File: src/rtl/hamming_pkg.sv
// Shared definitions for the extended Hamming(16,11) SECDED code.
// Holds the codeword/data widths, where data and parity bits sit in a codeword,
// the error classification type, and the codeword -> data extraction function.
// Bit 0 is overall even parity; bits 1,2,4,8 are Hamming parity; the 11 data
// bits fill the remaining positions in ascending order.
package hamming_pkg;

    localparam int unsigned CW_W   = 16;
    localparam int unsigned DATA_W = 11;
    localparam int unsigned SYN_W  = 4;

    localparam logic [SYN_W-1:0] DATA_POS [DATA_W] = '{
        4'd3, 4'd5, 4'd6, 4'd7, 4'd9, 4'd10, 4'd11, 4'd12, 4'd13, 4'd14, 4'd15
    };

    localparam logic [SYN_W-1:0] PARITY_POS [SYN_W] = '{4'd1, 4'd2, 4'd4, 4'd8};
    localparam logic [SYN_W-1:0] OVERALL_POS = 4'd0;

    typedef enum logic [1:0] {
        ErrNone,
        ErrCorrected,
        ErrUncorrectable
    } err_kind_e;

    function automatic logic [DATA_W-1:0] extract_data(input logic [CW_W-1:0] cw);
        logic [DATA_W-1:0] d;
        d = '0;
        for (int i = 0; i < DATA_W; i++) begin
            d[i] = cw[DATA_POS[i]];
        end
        return d;
    endfunction

endpackage

File: src/rtl/hamming_syndrome.sv
// Combinational syndrome / overall-parity generator for a 16-bit codeword.
// Ports:
//   word     - codeword to check
//   syndrome - XOR of the indices (1..15) of all set bits; names the flipped bit
//   parity   - XOR of all 16 bits; 1 means an odd number of bit errors
module hamming_syndrome
    import hamming_pkg::*;
(
    input  logic [CW_W-1:0]  word,
    output logic [SYN_W-1:0] syndrome,
    output logic             parity
);

    always_comb begin
        syndrome = '0;
        for (int i = 1; i < CW_W; i++) begin
            if (word[i]) begin
                syndrome = syndrome ^ SYN_W'(i);
            end
        end
    end

    assign parity = ^word;

endmodule

File: src/rtl/hamming_secded_decoder.sv
// Two-stage pipelined SECDED decoder for the extended Hamming(16,11) code.
// Stage 1 captures the channel word with its syndrome and parity; stage 2
// classifies, corrects single-bit errors and registers the result.
// Ports:
//   clk, rst                      - clock, synchronous active-high reset
//   in_valid/in_ready/channel_word - input stream (one codeword per beat)
//   out_valid/out_ready           - output stream handshake
//   data_out                      - decoded 11-bit data
//   err_corrected/err_uncorrectable/err_pos - error flags and syndrome of the beat
//   cnt_clear                     - clears both counters (wins over an increment)
//   corr_count/uncor_count        - saturating counts of accepted flagged beats
module hamming_secded_decoder
    import hamming_pkg::*;
#(
    parameter int unsigned CNT_W = 16
) (
    input  logic              clk,
    input  logic              rst,
    input  logic              in_valid,
    output logic              in_ready,
    input  logic [CW_W-1:0]   channel_word,
    output logic              out_valid,
    input  logic              out_ready,
    output logic [DATA_W-1:0] data_out,
    output logic              err_corrected,
    output logic              err_uncorrectable,
    output logic [SYN_W-1:0]  err_pos,
    input  logic              cnt_clear,
    output logic [CNT_W-1:0]  corr_count,
    output logic [CNT_W-1:0]  uncor_count
);

    logic              en;
    logic [SYN_W-1:0]  in_syn;
    logic              in_par;

    logic              s1_valid_q;
    logic [CW_W-1:0]   s1_word_q;
    logic [SYN_W-1:0]  s1_syn_q;
    logic              s1_par_q;

    logic              out_valid_q;
    logic [DATA_W-1:0] data_q;
    logic              corr_q;
    logic              uncor_q;
    logic [SYN_W-1:0]  pos_q;
    logic [CNT_W-1:0]  corr_cnt_q;
    logic [CNT_W-1:0]  uncor_cnt_q;

    err_kind_e         kind;
    logic [CW_W-1:0]   fixed_word;
    logic [DATA_W-1:0] fixed_data;

    hamming_syndrome u_syndrome (
        .word     (channel_word),
        .syndrome (in_syn),
        .parity   (in_par)
    );

    // The whole pipeline moves together; it only freezes when a result is waiting.
    assign en       = !out_valid_q || out_ready;
    assign in_ready = en;

    // Odd parity means a single error at position s1_syn_q. When the syndrome is
    // zero that flips bit 0, which carries no data, so no special case is needed.
    always_comb begin
        kind       = ErrNone;
        fixed_word = s1_word_q;
        if (s1_par_q) begin
            kind                 = ErrCorrected;
            fixed_word[s1_syn_q] = ~s1_word_q[s1_syn_q];
        end else if (s1_syn_q != '0) begin
            kind = ErrUncorrectable;
        end
        fixed_data = extract_data(fixed_word);
    end

    always_ff @(posedge clk) begin
        if (rst) begin
            s1_valid_q  <= 1'b0;
            s1_word_q   <= '0;
            s1_syn_q    <= '0;
            s1_par_q    <= 1'b0;
            out_valid_q <= 1'b0;
            data_q      <= '0;
            corr_q      <= 1'b0;
            uncor_q     <= 1'b0;
            pos_q       <= '0;
        end else if (en) begin
            s1_valid_q <= in_valid;
            if (in_valid) begin
                s1_word_q <= channel_word;
                s1_syn_q  <= in_syn;
                s1_par_q  <= in_par;
            end
            out_valid_q <= s1_valid_q;
            if (s1_valid_q) begin
                data_q  <= fixed_data;
                corr_q  <= (kind == ErrCorrected);
                uncor_q <= (kind == ErrUncorrectable);
                pos_q   <= s1_syn_q;
            end else begin
                corr_q  <= 1'b0;
                uncor_q <= 1'b0;
            end
        end
    end

    always_ff @(posedge clk) begin
        if (rst || cnt_clear) begin
            corr_cnt_q  <= '0;
            uncor_cnt_q <= '0;
        end else if (out_valid_q && out_ready) begin
            if (corr_q && (corr_cnt_q != '1)) begin
                corr_cnt_q <= corr_cnt_q + CNT_W'(1);
            end
            if (uncor_q && (uncor_cnt_q != '1)) begin
                uncor_cnt_q <= uncor_cnt_q + CNT_W'(1);
            end
        end
    end

    assign out_valid         = out_valid_q;
    assign data_out          = data_q;
    assign err_corrected     = corr_q;
    assign err_uncorrectable = uncor_q;
    assign err_pos           = pos_q;
    assign corr_count        = corr_cnt_q;
    assign uncor_count       = uncor_cnt_q;

endmodule

File: config.mk
export PLATFORM = sky130hd
export DESIGN_NAME = hamming_secded_decoder
export DESIGN_NICKNAME = d
export VERILOG_FILES = /design/src/rtl/hamming_pkg.sv /design/src/rtl/hamming_syndrome.sv /design/src/rtl/hamming_secded_decoder.sv
export SDC_FILE = /design/constraint.sdc
export NUM_CORES = 1
export LEC_CHECK = 0
export CAP_MARGIN = 20
export CORE_MARGIN = 5
export CORE_UTILIZATION = 55
export CTS_CLUSTER_DIAMETER = 60
export DETAILED_ROUTE_END_ITERATION = 12
export PLACE_DENSITY = 0.94
export SYNTH_ARGS = -nofsm -noshare
export SYNTH_HDL_FRONTEND = slang
export SYNTH_HIERARCHICAL = 1
export SYNTH_SLANG_ARGS = --single-unit
File: constraint.sdc
create_clock -name clk -period 4.2 [get_ports clk]
set_clock_uncertainty 0.15 [all_clocks]
set_input_delay 0.84 -clock clk [delete_from_list [all_inputs] [get_ports clk]]
set_output_delay 0.84 -clock clk [all_outputs]
set_load 0.005 [all_outputs]
After elaboration in Yosys (flattened, before gate mapping)
Index checks and enable logic that the tools add are counted.
{"block": "op_classes", "n_mux": 25, "magnitude_cmp": 2, "n_reduce_logical": 13, "eq_ne": 4, "n_bitwise": 15, "add_sub_neg": 2}
{"op": "16-bit by 1-bit adder with 16-bit output (second input constant)", "n": 2}
{"op": "4-bit 2-to-1 mux", "n": 8}
{"op": "16-bit inequality test (second input constant)", "n": 2}
{"op": "16-bit bitwise mux", "n": 1}
{"op": "16-bit 2-to-1 mux", "n": 1}
{"op": "16-bit XOR reduction", "n": 1}
{"op": "3-bit 2-to-1 mux", "n": 4}
{"op": "2-bit NOT", "n": 6}
{"op": "3-bit NOT", "n": 4}
{"op": "2-bit 2-to-1 mux", "n": 4}
{"op": "2-bit AND reduction", "n": 4}
{"op": "4-bit by 5-bit < comparator with 1-bit output (second input constant)", "n": 1}
{"op": "1-bit 2-to-1 mux", "n": 5}
{"op": "1-bit binary-select mux with 4-bit select", "n": 1}
{"op": "1-bit demux with 4-bit select", "n": 1}
{"op": "4-bit by 1-bit >= comparator with 1-bit output (second input constant)", "n": 1}
{"op": "1-bit logical AND", "n": 4}
{"op": "4-bit NOT", "n": 1}
{"op": "4-bit nonzero test", "n": 1}
{"op": "1-bit NOT (first input constant)", "n": 3}
{"op": "2-bit by 1-bit == test with 1-bit output (second input constant)", "n": 1}
{"op": "2-bit == test (second input constant)", "n": 1}
{"op": "1-bit logical OR", "n": 2}
{"op": "1-bit logical NOT", "n": 1}
{"op": "1-bit NOT", "n": 1}
{"block": "totals", "register_bits": 72, "word_cells": 72, "inputBits": 21, "out_inout_bits": 51}

Depth between registers and ports, before layout
{"block": "depth", "ltp_word": 26, "ltp_mapped": 7}

Cells and area by module
The synthesis kept the hierarchy.
{"mod": "hamming_secded_decoder", "n_inst": 1, "seq_area_each_um2": 1341.3, "cells_per_inst": 386, "area_each_um2": 3143.0}
{"mod": "hamming_syndrome", "n_inst": 1, "seq_area_each_um2": 0.0, "cells_per_inst": 27, "area_each_um2": 251.5}

Worst setup path after synthesis
OpenSTA, ideal clock, no wires.
{"block": "synth_timing", "kind": "input -> register", "from": "input port out_ready", "to": "register corr_cnt_q[13] (netlist: corr_count[13])", "required_ps": 3980, "path_buffers": 0, "slack_ps": 1969, "cell_stages": 4, "arrival_time_ps": 2011, "cell_sequence": "nand3_2 -> or4_4 -> or4_1 -> a21oi_1"}
{"block": "synth_between", "elab_chain_len": 2}
{"element": "start, declared", "line": "hamming_secded_decoder.sv:23", "text": "input logic out_ready,"}
{"element": "1-bit logical AND", "line": "hamming_secded_decoder.sv:113", "text": "end else if (out_valid_q && out_ready) begin"}
{"element": "2-bit AND reduction (no line)"}
{"element": "end signal, assigned", "line": "hamming_secded_decoder.sv:115", "text": "corr_cnt_q <= corr_cnt_q + CNT_W'(1);"}
{"element": "end, declared", "line": "hamming_secded_decoder.sv:47", "text": "logic [CNT_W-1:0] corr_cnt_q;"}
Every way passes these cells.
A chain may end at the register's enable or synchronous reset.

Worst setup path after layout
{"block": "layout_timing", "from": "input port out_ready", "to": "output port in_ready"}
{"block": "layout_between", "elab_chain_len": 1}
{"element": "1-bit logical OR", "line": "hamming_secded_decoder.sv:61", "text": "assign en = !out_valid_q || out_ready;"}
{"element": "end, declared", "line": "hamming_secded_decoder.sv:20", "text": "output logic in_ready,"}
Every way passes these cells.

==> reports/results.ini <==
[run_status]
status = complete, no violations

[clock_tree]
cts_max_level = 3
cts_resized = 0
cts.reportedPaths.clkPinSlew_ps = 60
ctsHoldBuffers = 0
cts-root-buf = clkbuf_8
cts_tree = yes
clock_latency_ps = 350
cts_buffer_depth = 2
clock_sink_count = 67
cts-buffers-inserted = 9
post_cts_buffers = 0

[placed_design]
dp_cells = 541
port_buffers = 71
dpl_worst_slack_ps = 958
dp_hpwl_um = 6040
gp_congestion = 0.851

[yosys]
syn-num-nets = 436
syn-instance-count = 413
synth_flop_cell = dfxtp_1
yosysSeqAreaShare_pct = 39.5
synth_edf_count = 0
avgSynthCellArea_um2 = 8.22
yosys_register_bits = 67
synth_area_mm2 = 0.00339
netlist.area_leader.share_pct = 39.5
yosys-top-cells-area = dfxtp_1 40%, xnor2_1 8.0%, nand2_1 7.4%
async_reset_ff_share_pct = 0
yosysTopAreaCell = dfxtp_1
yosysUniqueCellTypes = 43
yosysWarnings = 6

[finish]
finalNonFillerCells = 557
nNetsFinal = 501
syn2layout_area_growth_pct = 28.1
finalCoreUtilization_pct = 73.0
fill_cells = 475
antennaDiodeCount = 0
drive_above_1_share_pct = 5.81

[worst_setup_path]
end_kind = output pin
required_ps = 3210
cp_max_fo = 6
crit_top_cell = clkdlybuf4s50_1
max_stage_delay_ps = 500
cp_top_family = buffers and inverters
worst-path-buf-inv = 3
worst_setup_path_start_kind = primary input
critPathSlowestCell = clkdlybuf4s50_1
critical_path_arrival_ps = 2310
critPathKind = in -> out
crit_path_cell_trace = clkdlybuf4s50_1 -> nor2b_1 -> inv_1 -> clkdlybuf4s50_1

[sta]
finalHoldViolations = 0
fin_crit_sh_pct = 78.6
max_slew.worst_pin.slew_ps = 937
setup_viol = 0
period_needed_ps = 3300
rsz0062_at_grt = no
setup_ws_ps = 898
slew_violations = 0
slew-limit-headroom_pct = 37.3
fin_tns_setup_ps = 0
fmax_ghz = 0.303

[floorplan]
die_x_um = 88.6
start_util_pct = 57.0
core_mm2 = 0.00596
ios = 72
dieArea_mm2 = 0.00784
rows = 28
die_h_um = 88.6

[route]
viasPerCell = 5.92
num_vias = 3299
routed_wl_um = 8400
route.detailed.drc = 0
wl_per_cell_um = 15.1
drt_pre_antenna_iters = 4
drtIter0Drc = 157
ant_nets = 0

[worst_hold_path]
hold_class = reg -> reg

[grt]
grt_pass1_wl_um = 13800
grt_overflow = 0
grt_use_total_pct = 22.2
first_global_vias = 3035
grt_max_degree = 28
antenna_found_initial = 0

[power_and_ir_drop]
p_int_mw = 1.11
finalPower_mw = 1.47
power.clock.fraction_pct = 40.2
powerDensity_mw_per_mm2 = 338
swShare_pct = 24.8
pwr-share-comb_pct = 12.8
pwr-share-seq_pct = 47.0
p_leak_nw = 1.38
p_sw_mw = 0.366
peakVddDrop_uv = 254

[flow_run]
drv_cap = 0

==> cell usage after synthesis, drive strengths merged (3+ instances only) <==
master	number
a2111o	3
a211oi	12
a21oi	46
a31oi	3
and2	3
and3	5
clkbuf	18
dfxtp	67
inv	6
mux2i	5
nand2	67
nand3	12
nand4	13
nor2	32
nor4	8
o21ai	13
o31ai	13
or3	12
or4	14
xnor2	32
xor2	6
==> flip-flops by register name, indices dropped and copies added, names as in the netlist <==
signal and flops:
data_out 11, s1_syn_q 4, s1_word_q 11, uncor_count 16
out_valid 1, s1_valid_q 1, corr_count 16, err_corrected 1
err_uncorrectable 1, s1_par_q 1, err_pos 4
==> stage by stage <==
| step | area [µm²] | hold slack, ps |
|---|---|---|
| floorplan | 3390 | 298 |
| global placement | 4120 | 302 |
| detailed placement | 4120 | 309 |
| CTS | 4340 | 318 |
| global route | 4350 | 341 |
| finish | 4350 | 316 |
==> cell type report <==
class                           instances  area, µm²  share of cell area [%]
Clock inverter                          4       75.1                    1.73
Inverter                                6       22.5                   0.518
Sequential cell                        67       1340                    30.8
Tap cell                               75       93.8                    2.16
Timing Repair Buffer                   74        733                    16.9
Multi-Input combinational cell        320       1940                    44.6
Clock buffer                           11        141                    3.25
==> power by group through the flow <==
stage	logic, mW	clock network (mW)	registers, mW
after floorplan	0.125	0	0.697
after global placement	0.184	0	0.702
after detailed placement	0.188	0	0.704
after CTS	0.190	0.596	0.690
after global routing	0.210	0.622	0.694
final	0.188	0.592	0.691
==> worst reg2reg max path, delay by kind of cell, from the launching register on <==
family             cells  cell delay, ps
and+or+nand+nor        3            1350
DFF                    1             460
AOI/OAI and AO/OA      1             150
==> metal layers <==
metal | track usage (%) | part of all wire [%] | vias to the layer above
met4 | 8.65 | 1.6 | 0
met1 | 25.5 | 40 | 1528
li1 | - | - | 1626
met3 | 3.63 | 6.6 | 14
met2 | 40.8 | 52 | 131
met5 | 0 | 0 | -
==> final timing paths <==
path | from | endpoint | slack, ps | cells after the start
max | out_ready | in_ready | 900 | 4
min | err_pos[0]$_SDFFE_PP0P_ | err_pos[0]$_SDFFE_PP0P_ | 320 | 2
max reg2reg | out_valid$_SDFFE_PP0N_ | corr_count[13]$_SDFFE_PP0P_ | 2030 | 4
min reg2reg | err_pos[0]$_SDFFE_PP0P_ | err_pos[0]$_SDFFE_PP0P_ | 320 | 2
==> logic make-up after synthesis <==
kind of cell | after synthesis | share of synthesized area [%]
simple gates | 178 | 27.1
compound gates | 97 | 17.6
flops | 67 | 39.5
xor+xnor | 38 | 10.2
buf+inv | 26 | 3.32
mux | 5 | 1.47
fa+ha+maj | 2 | 0.737
==> layout by cell type (no fill, tap or decap), drive strengths merged, types with 5 or more instances in the layout <==
master         Yosys  final
or4               14     14
dfxtp             67     67
nand2             67     67
o21ai             13     13
or3               12     12
o31ai             13     13
mux2i              5      5
xnor2             32     32
clkbuf            18     12
inv                6      6
nor2              32     32
clkdlybuf4s50      0     71
nand3             12     12
xor2               6      6
a211oi            12     12
a21oi             46     46
and3               5      5
nor4               8      8
nand4             13     13
Power figures use the tool's default switching activity.
